<file path="src/rtl/piso_pkg.sv">
// -----------------------------------------------------------------------------
// piso_pkg
// Shared definitions for the piso_serializer transmitter.
//   - state_t     : serializer FSM states (IDLE, SHIFT)
//   - cnt_width() : width of the bit counter for a given data width
//   - even_parity(): parity of a captured word (only when PISO_PARITY_EN is
//                    defined)
// Configuration macro: PISO_PARITY_EN (appends one even-parity bit per frame).
// -----------------------------------------------------------------------------
package piso_pkg;

   typedef enum logic {
      IDLE  = 1'b0,
      SHIFT = 1'b1
   } state_t;

   // Counter must reach FRAME_LEN-1, which is at most WIDTH; WIDTH+2 keeps
   // one spare code so the width never collapses for small words.
   function automatic int cnt_width(input int width);
      return $clog2(width + 2);
   endfunction

`ifdef PISO_PARITY_EN
   // Words are zero-extended into this container; zero-extension does not
   // change the XOR reduction.
   localparam int PARITY_MAX_W = 64;

   function automatic logic even_parity(input logic [PARITY_MAX_W-1:0] word);
      return ^word;
   endfunction
`endif

endpackage

</file>
<file path="src/rtl/piso_bit_counter.sv">
// -----------------------------------------------------------------------------
// piso_bit_counter
// Loadable up-counter that tracks which bit of the frame is on serial_out.
// Ports:
//   clk        in   rising-edge clock
//   reset      in   synchronous active-low clear (count -> 0)
//   load       in   load load_value (has priority over inc)
//   load_value in   value loaded when load is high
//   inc        in   increment by one
//   count      out  current count
//   terminal   out  high while count == TERMINAL (the last-bit flag)
// -----------------------------------------------------------------------------
module piso_bit_counter
   import piso_pkg::*;
#(
   parameter int CNT_W    = 3,
   parameter int TERMINAL = 3
) (
   input  logic             clk,
   input  logic             reset,
   input  logic             load,
   input  logic [CNT_W-1:0] load_value,
   input  logic             inc,
   output logic [CNT_W-1:0] count,
   output logic             terminal
);

   localparam logic [CNT_W-1:0] TERM_VAL = CNT_W'(TERMINAL);
   localparam logic [CNT_W-1:0] ONE      = CNT_W'(1);

   logic [CNT_W-1:0] count_reg;

   always_ff @(posedge clk) begin
      if (!reset) begin
         count_reg <= '0;
      end else if (load) begin
         count_reg <= load_value;
      end else if (inc) begin
         count_reg <= count_reg + ONE;
      end
   end

   assign count    = count_reg;
   assign terminal = (count_reg == TERM_VAL);

endmodule

</file>
<file path="src/rtl/piso_serializer.sv">
// -----------------------------------------------------------------------------
// piso_serializer
// Parallel-in / serial-out transmitter. A WIDTH-bit word is accepted on a
// load/ready handshake and shifted out one bit per clock, qualified by frame.
// A new word may be accepted in the last-bit cycle, giving a gap-free stream.
//
// Parameters:
//   WIDTH     data word width (>= 2)
//   MSB_FIRST 1: data_in[WIDTH-1] goes first, 0: data_in[0] goes first
// Ports:
//   clk        in   rising-edge clock
//   reset      in   synchronous active-low reset
//   load       in   word valid, accepted when load && ready at a rising edge
//   data_in    in   parallel word, sampled only on the accepting edge
//   ready      out  can accept a word this cycle (combinational)
//   serial_out out  serial data bit (registered, 0 outside a frame)
//   frame      out  serial_out carries a valid bit (registered)
//   done       out  one-cycle pulse with the last bit of a frame (combinational)
// Configuration macro: PISO_PARITY_EN -- when defined, an even-parity bit over
// the captured word follows the data bits and the frame is WIDTH+1 long.
// -----------------------------------------------------------------------------
module piso_serializer
   import piso_pkg::*;
#(
   parameter int WIDTH     = 4,
   parameter bit MSB_FIRST = 1'b1
) (
   input  logic             clk,
   input  logic             reset,
   input  logic             load,
   input  logic [WIDTH-1:0] data_in,
   output logic             ready,
   output logic             serial_out,
   output logic             frame,
   output logic             done
);

`ifdef PISO_PARITY_EN
   localparam int FRAME_LEN = WIDTH + 1;
`else
   localparam int FRAME_LEN = WIDTH;
`endif
   localparam int CNT_W = cnt_width(WIDTH);
   localparam logic [CNT_W-1:0] LAST_DATA_CNT = CNT_W'(WIDTH - 1);

   state_t           state_reg;
   logic [WIDTH-1:0] shift_reg;
   logic             serial_reg;
   logic             frame_reg;
   // Set at the first edge that samples reset high; keeps ready low for the
   // cycle in which reset is released but no edge has yet seen it.
   logic             armed_reg;

   logic [WIDTH-1:0] data_ordered;
   logic [CNT_W-1:0] bit_cnt;
   logic             cnt_terminal;
   logic             cnt_load;
   logic             cnt_inc;
   logic             last_bit;
   logic             accept;
   logic             data_phase;
   logic             tail_bit;

   // Present the word in transmit order so the shifter always shifts left
   // and always takes its output from the top bit.
   genvar gi;
   generate
      for (gi = 0; gi < WIDTH; gi++) begin : g_order
         if (MSB_FIRST) begin : g_msb
            assign data_ordered[gi] = data_in[gi];
         end else begin : g_lsb
            assign data_ordered[gi] = data_in[WIDTH-1-gi];
         end
      end
   endgenerate

   assign last_bit = (state_reg == SHIFT) && cnt_terminal;
   assign ready    = reset && armed_reg && ((state_reg == IDLE) || last_bit);
   assign done     = reset && last_bit;
   assign accept   = load && ready;

   // bit_cnt holds the index of the bit currently on serial_out. While it is
   // below WIDTH-1 another data bit is still waiting in the shift register.
   assign data_phase = (bit_cnt < LAST_DATA_CNT);

   // Counter restarts at 0 on every accepted word and on leaving SHIFT.
   assign cnt_load = accept || last_bit;
   assign cnt_inc  = (state_reg == SHIFT) && !cnt_terminal;

   piso_bit_counter #(
      .CNT_W    (CNT_W),
      .TERMINAL (FRAME_LEN - 1)
   ) u_bit_counter (
      .clk        (clk),
      .reset      (reset),
      .load       (cnt_load),
      .load_value ('0),
      .inc        (cnt_inc),
      .count      (bit_cnt),
      .terminal   (cnt_terminal)
   );

`ifdef PISO_PARITY_EN
   logic parity_reg;

   always_ff @(posedge clk) begin
      if (!reset) begin
         parity_reg <= 1'b0;
      end else if (accept) begin
         parity_reg <= even_parity(PARITY_MAX_W'(data_in));
      end
   end

   assign tail_bit = parity_reg;
`else
   // Without parity the bit after the data is never reached inside a frame.
   assign tail_bit = 1'b0;
`endif

   always_ff @(posedge clk) begin
      if (!reset) begin
         state_reg  <= IDLE;
         shift_reg  <= '0;
         serial_reg <= 1'b0;
         frame_reg  <= 1'b0;
         armed_reg  <= 1'b0;
      end else begin
         armed_reg <= 1'b1;
         if (accept) begin
            // First bit goes straight to the output register; the shifter
            // keeps the remaining bits, already advanced by one position.
            state_reg  <= SHIFT;
            shift_reg  <= {data_ordered[WIDTH-2:0], 1'b0};
            serial_reg <= data_ordered[WIDTH-1];
            frame_reg  <= 1'b1;
         end else if (state_reg == SHIFT) begin
            if (last_bit) begin
               state_reg  <= IDLE;
               shift_reg  <= '0;
               serial_reg <= 1'b0;
               frame_reg  <= 1'b0;
            end else begin
               serial_reg <= data_phase ? shift_reg[WIDTH-1] : tail_bit;
               shift_reg  <= {shift_reg[WIDTH-2:0], 1'b0};
            end
         end
      end
   end

   assign serial_out = serial_reg;
   assign frame      = frame_reg;

endmodule

</file>
<file path="config.mk">
export PLATFORM = sky130hd
export DESIGN_NAME = piso_serializer
export DESIGN_NICKNAME = d
export VERILOG_FILES = /design/src/rtl/piso_pkg.sv /design/src/rtl/piso_bit_counter.sv /design/src/rtl/piso_serializer.sv
export SDC_FILE = /design/constraint.sdc
export NUM_CORES = 1
export LEC_CHECK = 0
export ABC_CLOCK_PERIOD_IN_PS = 1500
export BUFFER_PORTS_ARGS = -buffer_cell sky130_fd_sc_hd__buf_2
export CORE_MARGIN = 1.5
export CORE_UTILIZATION = 35
export CTS_CLUSTER_SIZE = 28
export DETAILED_ROUTE_END_ITERATION = 6
export SLEW_MARGIN = 20
export SYNTH_ARGS = -nofsm -noshare
export SYNTH_HDL_FRONTEND = slang
export SYNTH_HIERARCHICAL = 1
export SYNTH_SLANG_ARGS = --single-unit
</file>
<file path="constraint.sdc">
create_clock -name clk -period 1.5 [get_ports clk]
set_input_delay 0.3 -clock clk [delete_from_list [all_inputs] [get_ports clk]]
set_output_delay 0.3 -clock clk [all_outputs]
set_load 0.1 [all_outputs]
</file>
==> summary.txt, run 1 <==
Route
  • First-pass detailed-route iteration total: 4
  • Via count: 455
  • WL/cell: 13.04 um
  • First DRT Iteration DRCs: 16
  • Drc violations: 0
  • Via density: 4.946
  • Drt total wl: 1200 um
  • DRT antenna net count: 0

Timing
  • Final cycle utilization of the critical path: 114.0%
  • Actual slew at the worst max-slew pin: 623.7 ps
  • Min cycle time layout: 1711 ps
  • Final setup vio count: 8
  • Clock Skews: 0.3685 ps
  • Pins Over Slew Limit: 0
  • Final Hold Viols: 0
  • Fmax: 584.6 MHz
  • Unrepaired setup endpoints after global routing: true
  • Fin worst setup slack: -210.5 ps
  • Relative slew slack: 57.98%

Worst setup path
  • Crit Path Category: flop to output pin
  • Delay-heaviest family, CP: flip-flops
  • Largest stage delay, worst path: 350 ps
  • CP Max Fanout: 3
  • WP buf/inv: 1
  • Critical Path AT: 1410 ps
  • Critical-path top delay cell: dfxtp_4
  • Worst Setup End Kind: output pin
  • Worst-path cell chain: ha_4 -> ha_4 -> nand2b_4 -> and3_4 -> buf_12
  • Startpoint types: flop
  • CP most frequent cell: ha_4
  • Crit path required time: 1200 ps

Synth
  • Post-synthesis cell count: 55
  • Number of enable flip-flop cells after synthesis: 0
  • Seq/Total Area, Yosys: 39.51%
  • Post-synth ARST share: 0%
  • Post-Syn Area: 506.7 um2
  • Synth top area share: 39.51%
  • Top cells by count, synth: dfxtp_1 (10), nand3_1 (5), inv_1 (4)
  • Yosys reg bits: 10
  • Ys flop type: dfxtp_1
  • Yosys cell types: 25
  • Top cells by area, synth: dfxtp_1 (40%), a211oi_2 (4.9%), ha_1 (4.9%)
  • Number of synthesis warnings: 6
  • Post-Syn Area per Cell: 9.213 um2
  • Synth area leader: dfxtp_1
  • Most common cell in the netlist: dfxtp_1

Finish
  • Nets: 87
  • Cell area after layout: 773.2 um2
  • N_diodes: 0
  • Area grow syn2layout: 52.59%
  • Filler Cells Inserted: 115
  • Layout cells sized above 1: 50.65%

Status
  • Failing checks: setup timing
  • Status: complete, but fails checks

Pwr
  • Lkg Pwr: 0.3174 nW
  • Worst vdd ir: 0.0005259 V
  • PD cells: 956.6 nW/um2
  • Total Power: 0.7397 mW

Place
  • I/O Buffers: 10
  • Hpwl dp: 839.5 um
  • Routability Congestion: 0.7345
  • Placed Area: 659.4 um2

Global route
  • Antenna violations before repair: 0
  • First-pass GRT wire length: 1697 um
  • Total grt overflow: 0
  • Vias in the first global route: 389
  • All-Layer GR Usage: 15.98%
  • Pin count of the biggest net entering global routing: 14

Clocking
  • Root Buffer: clkbuf_4
  • Clock Latency Late Sink: 260 ps
  • Total CTS buffers: 3
  • Clk sinks: 10
  • CTS clock-pin slew for the worst setup and hold paths: 70 ps
  • Max Root-Sink Buffers: 2
  • H-tree depth: 1
  • CTS tree: yes
  • CTS Hold Bufs: 0

Hold path
  • Hold Crit Class: primary input to flop

Floorplanning
  • Starting Density: 38.46%
  • Die area: 1685 um2
  • Chip Height: 41.05 um
  • Num rows: 13
  • Core area: 1318 um2
  • Num ports: 11
  • Die X: 41.05 um

Run
  • Max Cap Viol: 0
worst reg2reg max path, delay by kind of cell, from the launching register on:
family / cells / cell delay [ps]
buffers and inverters: 3 / 370
AO/OA/AOI/OAI: 1 / 250
adder cells (fa/ha/maj): 2 / 270
AND/OR/NAND/NOR: 2 / 310
flip-flops: 1 / 360
metal layers:
metal / track usage, % / share of wire (%) / vias up
met1: 21.54 / 49 / 213
met3: 3.261 / 2.1 / 0
met5: 0 / 0 / -
li1: - / - / 237
met2: 23.83 / 49 / 5
met4: 7.500 / 0 / 0
layout make-up:
class	count	area, um2	share of cell area [%]
Inverter	4	18.77	2.427
Clock buffer	4	36.28	4.693
Sequential cell	10	207.7	26.86
Timing Repair Buffer	18	143.9	18.61
Multi-Input combinational cell	41	347.8	44.98
Tap cell	15	18.77	2.427
where the power goes:
part / leakage (nW) / switching, mW / total [mW] / internal (mW)
Sequential: 0.0837 / 0.0150 / 0.301 / 0.286
Combinational: 0.213 / 0.107 / 0.194 / 0.0867
Clock: 0.0210 / 0.0974 / 0.245 / 0.147
final timing paths:
| path | cells past startpoint | startpoint | end | slack [ps] |
|---|---|---|---|---|
| worst min register to register | 2 | frame$_SDFFE_PN0P_ | frame$_SDFFE_PN0P_ | 490 |
| worst max register to register | 8 | u_bit_counter/count[1]$_SDFFE_PN0P_ | u_bit_counter/count[2]$_SDFFE_PN0P_ | -150 |
| worst max-delay path | 5 | u_bit_counter/count[1]$_SDFFE_PN0P_ | ready | -210 |
| worst min-delay path | 3 | data_in[2] | shift_reg[3]$_SDFFE_PN0P_ | 290 |
logic make-up after synthesis:
family                     count (synthesis)  share of synthesized area (%)
DFF                                       10                          39.51
AOI/OAI and AO/OA                         14                          23.46
adders and majority gates                  2                          4.937
muxes                                      1                          1.975
xor gates and xnor gates                   1                          1.729
and+or+nand+nor                           20                          21.73
other                                      1                         0.7400
buffers and inverters                      6                          5.924
through the flow:
stage	TNS (ps)	worst slack (ps)	instances	util [%]	hold WS, ps
2_1_floorplan	0	5.283	57	-	327.7
3_3_place_gp	0	54.85	83	50.05	470.7
3_5_place_dp	0	40.34	83	50.05	472.9
4_1_cts	-375.9	-212.4	89	54.42	304.1
5_1_grt	-1183	-243.9	92	58.69	296.7
6_report	-721.0	-210.5	92	58.69	294.8
layout by cell type, fill, tap and decap left out, types with 3 or more instances in the layout:
cell      count
nor2b_1       3
inv_1         3
conb_1        3
buf_4         7
a21boi_1      3
buf_2         8
dfxtp_1       8
clkbuf_4      3
nand2_1       3
nand3_1       4
what timing repair did:
item	in CTS	in global routing
cloned	0	0
buffers inserted	2	3
gates resized for setup	2	11
pin swaps	1	10
endpoints found under the setup margin	2	8
(Power assumes the default switching activity.)
==> inputs of run 2 (changes only) <==
--- a/config.mk
+++ b/config.mk
@@ -5,7 +5,7 @@
 export SDC_FILE = /design/constraint.sdc
 export NUM_CORES = 1
 export LEC_CHECK = 0
-export ABC_CLOCK_PERIOD_IN_PS = 1500
+export ABC_CLOCK_PERIOD_IN_PS = 1390
 export BUFFER_PORTS_ARGS = -buffer_cell sky130_fd_sc_hd__buf_2
 export CORE_MARGIN = 1.5
 export CORE_UTILIZATION = 35
==> constraint.sdc (replaced) <==
create_clock -name clk -period 1.39 [get_ports clk]
set_input_delay 0.278 -clock clk [delete_from_list [all_inputs] [get_ports clk]]
set_output_delay 0.278 -clock clk [all_outputs]
set_load 0.1 [all_outputs]
==> run 2 against run 1 <==
Die area unchanged. Critical path type unchanged. Clock power up 9.8%. Register-to-register slack better by 90 ps. Flip-flop and latch count unchanged. The run still ends with setup timing left. Non-clock buffer count down 1. Critical path depth unchanged. Clock-buffer cell count unchanged. Power up 7.0%. Combinational power up 3%. Worst setup slack worse by 75 ps. Critical endpoint unchanged. Wire length down 13%. First-iteration DRC count down 38%.
==> summary.txt, run 2 (synthesis results as in run 1) <==
Status
  • Status: complete, but fails checks
  • Failing checks: setup timing

Finish
  • Layout cells sized above 1: 47.37% (-3.3 points)
  • N_diodes: 0 (unchanged)
  • Area grow syn2layout: 47.16%
  • Final non-filler cell total: 91 (-1.1%)
  • Most frequent cells in the layout: dfxtp_1 (8), buf_2 (8), buf_4 (7), nand3_1 (5)
  • Finished Core Util: 56.60% (-2.1 points)
  • Nets: 86 (-1.1%)
  • Filler Cells Inserted: 122 (+6.1%)

Global route
  • Total grt overflow: 0 (unchanged)
  • First-pass GRT wire length: 1593 um (-6.1%)
  • All-Layer GR Usage: 15.30% (-0.68 points)
  • Pin count of the biggest net entering global routing: 14 (unchanged)
  • Vias in the first global route: 381 (-2.1%)
  • Antenna violations before repair: 0 (unchanged)

Clocking
  • CTS clock-pin slew for the worst setup and hold paths: 70 ps (about the same)
  • H-tree depth: 1 (unchanged)
  • Root Buffer: clkbuf_4
  • Max Root-Sink Buffers: 2 (unchanged)
  • CTS tree: yes
  • Clk sinks: 10 (unchanged)
  • Clock Latency Late Sink: 270 ps (about the same)
  • Total CTS buffers: 3 (unchanged)

Route
  • Via count: 450 (-1.1%)
  • Via density: 4.945 (about the same)
  • Drc violations: 0 (unchanged)
  • Drt total wl: 1049 um (-13%)
  • DRT antenna net count: 0 (unchanged)
  • WL/cell: 11.53 um (-12%)
  • First DRT Iteration DRCs: 10 (-6)
  • First-pass detailed-route iteration total: 4 (unchanged)

Place
  • I/O Buffers: 10 (unchanged)
  • Routability Congestion: 0.7357 (+0.16%)
  • Hpwl dp: 781.4 um (-6.9%)
  • Placed instance count: 86 (+3.6%)

Worst setup path
  • CP Depth: 5 (unchanged)
  • Startpoint types: flop
  • CP most frequent cell: ha_4
  • Reg-to-reg slack, setup: -60 ps (+90 ps)
  • Crit path required time: 1110 ps (-90 ps)
  • WP buf/inv: 1 (unchanged)
  • Crit Path Category: flop to output pin
  • Worst Setup End Kind: output pin
  • R2r endpoint: u_bit_counter/count[1]$_SDFFE_PN0P_
  • CP Max Fanout: 3 (unchanged)
  • Largest stage delay, worst path: 340 ps (about the same)
  • R2r startpoint: u_bit_counter/count[0]$_SDFFE_PN0P_
  • Critical-path top delay cell: dfxtp_2
  • Worst-path cell chain: ha_4 -> ha_4 -> nand2b_4 -> and3_4 -> buf_12
  • Delay-heaviest family, CP: flip-flops
  • R2R depth: 7 (-1)
  • Critical Path AT: 1400 ps (about the same)

Timing
  • Hold WS: 266.4 ps (-28.39 ps)
  • Fin worst setup slack: -285.6 ps (-75.07 ps)
  • Pins Over Slew Limit: 0 (unchanged)
  • Fmax: 596.8 MHz
  • Final cycle utilization of the critical path: 120.5%
  • Clock Skews: 0.4160 ps (+0.04749 ps)
  • Final Hold Viols: 0 (unchanged)
  • Final setup vio count: 5 (-3)
  • Min cycle time layout: 1676 ps
  • Unrepaired setup endpoints after global routing: true

Hold path
  • Hold Crit Class: primary input to flop
  • Hold Path Stages: 3 (unchanged)
  • Worst Hold Launch: data_in[1]
  • Hold EP: shift_reg[2]$_SDFFE_PN0P_

Floorplanning
  • Core area: 1318 um2 (unchanged)
  • Die X: 41.05 um (unchanged)
  • Num ports: 11 (unchanged)
  • Chip Height: 41.05 um (unchanged)
  • Num rows: 13 (unchanged)
  • Starting Density: 38.46% (unchanged)
  • Die area: 1685 um2 (unchanged)

Pwr
  • Lkg Pwr: 0.3093 nW (-2.6%)
  • Worst vdd ir: 0.0004985 V (-5.2%)
  • PD cells: 1062 nW/um2 (+11%)

Run
  • Max Cap Viol: 0 (unchanged)
-- run 2: changes by cell type in the layout (fill, tap and decap cells not counted), moves of 2 or more --
cell,before,now
dfxtp_4,2,0
a22oi_2,2,0
dfxtp_2,0,2
a22oi_1,0,2
a21boi_0,0,2
a21boi_1,3,1
-- run 2: worst max path at each step --
| stage | from | endpoint | slack (ps) |
|---|---|---|---|
| after detailed placement | u_bit_counter/count[1]$_SDFFE_PN0P_ | ready | -20 |
| after global placement | u_bit_counter/count[1]$_SDFFE_PN0P_ | ready | -20 |
| after floorplan | u_bit_counter/count[1]$_SDFFE_PN0P_ | ready | -80 |
| after global routing | u_bit_counter/count[0]$_SDFFE_PN0P_ | ready | -320 |
| after CTS | u_bit_counter/count[1]$_SDFFE_PN0P_ | ready | -290 |
| final | u_bit_counter/count[0]$_SDFFE_PN0P_ | ready | -290 |
-- run 2: power by group --
part | internal (mW) | switching, mW | total (mW) | leakage (nW)
Clock | 0.159 | 0.109 | 0.269 | 0.0210
Combinational | 0.0878 | 0.113 | 0.200 | 0.205
Sequential | 0.309 | 0.0138 | 0.323 | 0.0830
Total | 0.556 | 0.235 | 0.792 | 0.309
-- run 2: final cells by class --
class	count	area, um2	area share [%]
clock buffers	4	36.28	4.866
inverters	4	20.02	2.685
multi-input cells	41	335.3	44.97
flip-flops and latches	10	202.7	27.18
well taps	15	18.77	2.517
repair buffers	17	132.6	17.79
-- run 2: per-layer routing --
metal | share of wire (%) | vias up | global-route usage (%)
met2 | 45 | 8 | 21.48
met4 | 1.3 | 0 | 5.000
met5 | 0 | - | 0
li1 | - | 240 | -
met1 | 49 | 199 | 19.67
met3 | 4.9 | 3 | 8.152
-- run 2: tightest hold or removal path, stage by stage --
cell and delay, ps:
buf_2 100, nand3_1 60, a21boi_1 60
-- run 2: metrics by stage --
stage,setup TNS (ps),power (mW),instance area [um2],worst slack (ps)
after detailed placement,-30.47,0.5092,681.9,-19.15
final,-564.7,0.7916,745.7,-285.6
after CTS,-639.1,0.7877,730.7,-291.8
after floorplan,-75.90,0.4534,553.0,-75.90
after global placement,-17.22,0.5082,681.9,-17.22
after global routing,-887.4,0.8313,745.7,-324.4
-- run 2: what timing repair did --
| item | in CTS | in global routing |
|---|---|---|
| hold buffers | 0 | 0 |
| pin swaps | 1 | 5 |
| cloned | 0 | 0 |
| gates resized for setup | 3 | 4 |
| endpoints found under the setup margin | 5 | 9 |
| buffers inserted | 1 | 1 |
==> inputs of run 3 (changes only) <==
--- a/config.mk
+++ b/config.mk
@@ -7,10 +7,10 @@
 export LEC_CHECK = 0
 export ABC_CLOCK_PERIOD_IN_PS = 1390
 export BUFFER_PORTS_ARGS = -buffer_cell sky130_fd_sc_hd__buf_2
-export CORE_MARGIN = 1.5
-export CORE_UTILIZATION = 35
+export CORE_AREA = 2 2 39 41
 export CTS_CLUSTER_SIZE = 28
 export DETAILED_ROUTE_END_ITERATION = 6
+export DIE_AREA = 0 0 41 43
 export SLEW_MARGIN = 20
 export SYNTH_ARGS = -nofsm -noshare
 export SYNTH_HDL_FRONTEND = slang
==> run 3 against run 2 <==
The run still ends with setup timing left. Power decreased by 7.6%. Die area rose by 4.6%. Sequential share of layout area shrank 1.1 points. Flip-flop and latch count did not move.
==> summary.txt, run 3 (synthesis results as in run 1) <==
Floorplanning
  • Die area: 1763 um2 (+4.6%)
  • Die X: 41 um (-0.12%)
  • Starting Density: 36.62% (-1.8 points)
  • Core area: 1384 um2 (+5.0%)
  • Num ports: 11 (unchanged)
  • Num rows: 14 (+1)
  • Chip Height: 43 um (+4.8%)

Global route
  • First-pass GRT wire length: 1600 um (+0.44%)
  • Vias in the first global route: 400 (+5.0%)
  • Pin count of the biggest net entering global routing: 14 (unchanged)
  • Total grt overflow: 0 (unchanged)
  • Antenna violations before repair: 0 (unchanged)
  • All-Layer GR Usage: 14.00% (-1.3 points)

Route
  • WL/cell: 10.49 um (-9.0%)
  • First DRT Iteration DRCs: 3 (-7)
  • First-pass detailed-route iteration total: 3 (-1)
  • Drt total wl: 976 um (-7.0%)
  • Via count: 464 (+3.1%)
  • DRT antenna net count: 0 (unchanged)
  • Drc violations: 0 (unchanged)
  • Via density: 4.989 (+0.89%)

Worst setup path
  • Crit Path Category: flop to output pin
  • Worst Setup End Kind: output pin
  • Crit path required time: 1110 ps (about the same)
  • CP Max Fanout: 3 (unchanged)
  • Critical Path AT: 1340 ps (-60 ps)
  • Startpoint types: flop

Finish
  • Multi-input logic area: 354.1 um2 (+5.6%)
  • Filler Cells Inserted: 123 (+0.82%)
  • Layout cells sized above 1: 53.25% (+5.9 points)
  • Area grow syn2layout: 53.33%
  • Most frequent cells in the layout: dfxtp_1 (8), buf_2 (8), buf_4 (7)
  • N_diodes: 0 (unchanged)
  • Nets: 88 (+2.3%)
  • Register area: 202.7 um2 (unchanged)

Status
  • Status: complete, but fails checks
  • Failing checks: setup timing

Timing
  • Final Hold Viols: 0 (unchanged)
  • Unrepaired setup endpoints after global routing: true
  • Pins Over Slew Limit: 0 (unchanged)
  • Fmax: 618.0 MHz (+3.6%)
  • Min cycle time layout: 1618 ps (-57.47 ps)
  • Clock Skews: 1.510 ps (+1.094 ps)
  • Final cycle utilization of the critical path: 116.4% (-4.1 points)
  • Hold WS: 260.8 ps (-5.617 ps)
  • Fin worst setup slack: -228.1 ps (+57.47 ps)
  • Final setup vio count: 7 (+2)

Clocking
  • Max Root-Sink Buffers: 2 (unchanged)
  • Clk sinks: 10 (unchanged)
  • H-tree depth: 1 (unchanged)
  • Root Buffer: clkbuf_4
  • Clock Latency Late Sink: 260 ps (about the same)
  • CTS clock-pin slew for the worst setup and hold paths: 60 ps (about the same)
  • Total CTS buffers: 3 (unchanged)
  • CTS tree: yes

Place
  • I/O Buffers: 10 (unchanged)
  • Hpwl dp: 762.8 um (-2.4%)
  • Routability Congestion: 0.7651 (+4.0%)
  • DP Worst Slack: -17.73 ps (+1.421 ps)

Pwr
  • Total Power: 0.7316 mW (-7.6%)
  • PD cells: 941.5 nW/um2 (-11%)
  • Lkg Pwr: 0.3179 nW (+2.8%)
  • Worst vdd ir: 0.0003710 V (-26%)

Hold path
  • Hold Crit Class: primary input to flop

Run
  • Max Cap Viol: 0 (unchanged)
[run 3: changes by cell type in the layout (fill, tap and decap cells not counted), sizes merged]
| cell | previous run | this run |
|---|---|---|
| buf | 17 | 19 |
| clkbuf | 4 | 3 |
[run 3: critical path, cell delays in order, from the launching register on]
cell and delay (ps):
dfxtp_2 330, ha_4 160, ha_4 150, nand2b_4 130
and3_4 150, buf_12 160
[run 3: timing repair]
| item | in CTS | in global routing |
|---|---|---|
| hold buffers | 0 | 0 |
| endpoints found under the hold margin | 0 | 0 |
| setup endpoints to repair | 5 | 9 |
| buffers inserted | 1 | 1 |
| gates resized for setup | 2 | 13 |
| pin swaps | 4 | 5 |
[run 3: path summary, 6_finish.rpt]
check,slack [ps],endpoint,cells past startpoint,startpoint
worst max register to register,-130,u_bit_counter/count[1]$_SDFFE_PN0P_,8,u_bit_counter/count[0]$_SDFFE_PN0P_
worst max-delay path,-230,ready,5,u_bit_counter/count[0]$_SDFFE_PN0P_
worst min-delay path,260,shift_reg[2]$_SDFFE_PN0P_,3,data_in[1]
worst min register to register,470,frame$_SDFFE_PN0P_,2,frame$_SDFFE_PN0P_
[run 3: per-layer routing]
layer | GRT usage [%] | wire [um]
met1 | 17.21 | 464
met2 | 19.38 | 436
met3 | 4.712 | 45
met4 | 10.00 | 29
met5 | 0 | 0
[run 3: area by class of cell]
type	instances	area share [%]
multi-input cells	41	45.57
flip-flops and latches	10	26.09
repair buffers	19	19.97
clock buffers	3	2.899
inverters	4	2.899
well taps	16	2.576
[run 3: metrics by stage]
| stage | area, um2 | TNS [ps] | util, % | std cells |
|---|---|---|---|---|
| CTS | 723.2 | -428.0 | 52.26 | 92 |
| floorplan | 553.0 | -75.90 | - | 57 |
| global placement | 690.7 | -11.13 | 49.91 | 88 |
| finish | 777.0 | -768.0 | 56.15 | 93 |
| detailed placement | 690.7 | -41.30 | 49.91 | 88 |
| global route | 777.0 | -1209 | 56.15 | 93 |
[run 3: power breakdown]
group / internal, mW / switching (mW) / total (mW)
Sequential: 0.309 / 0.0134 / 0.323
Combinational: 0.0964 / 0.117 / 0.214
Clock: 0.100 / 0.0952 / 0.195
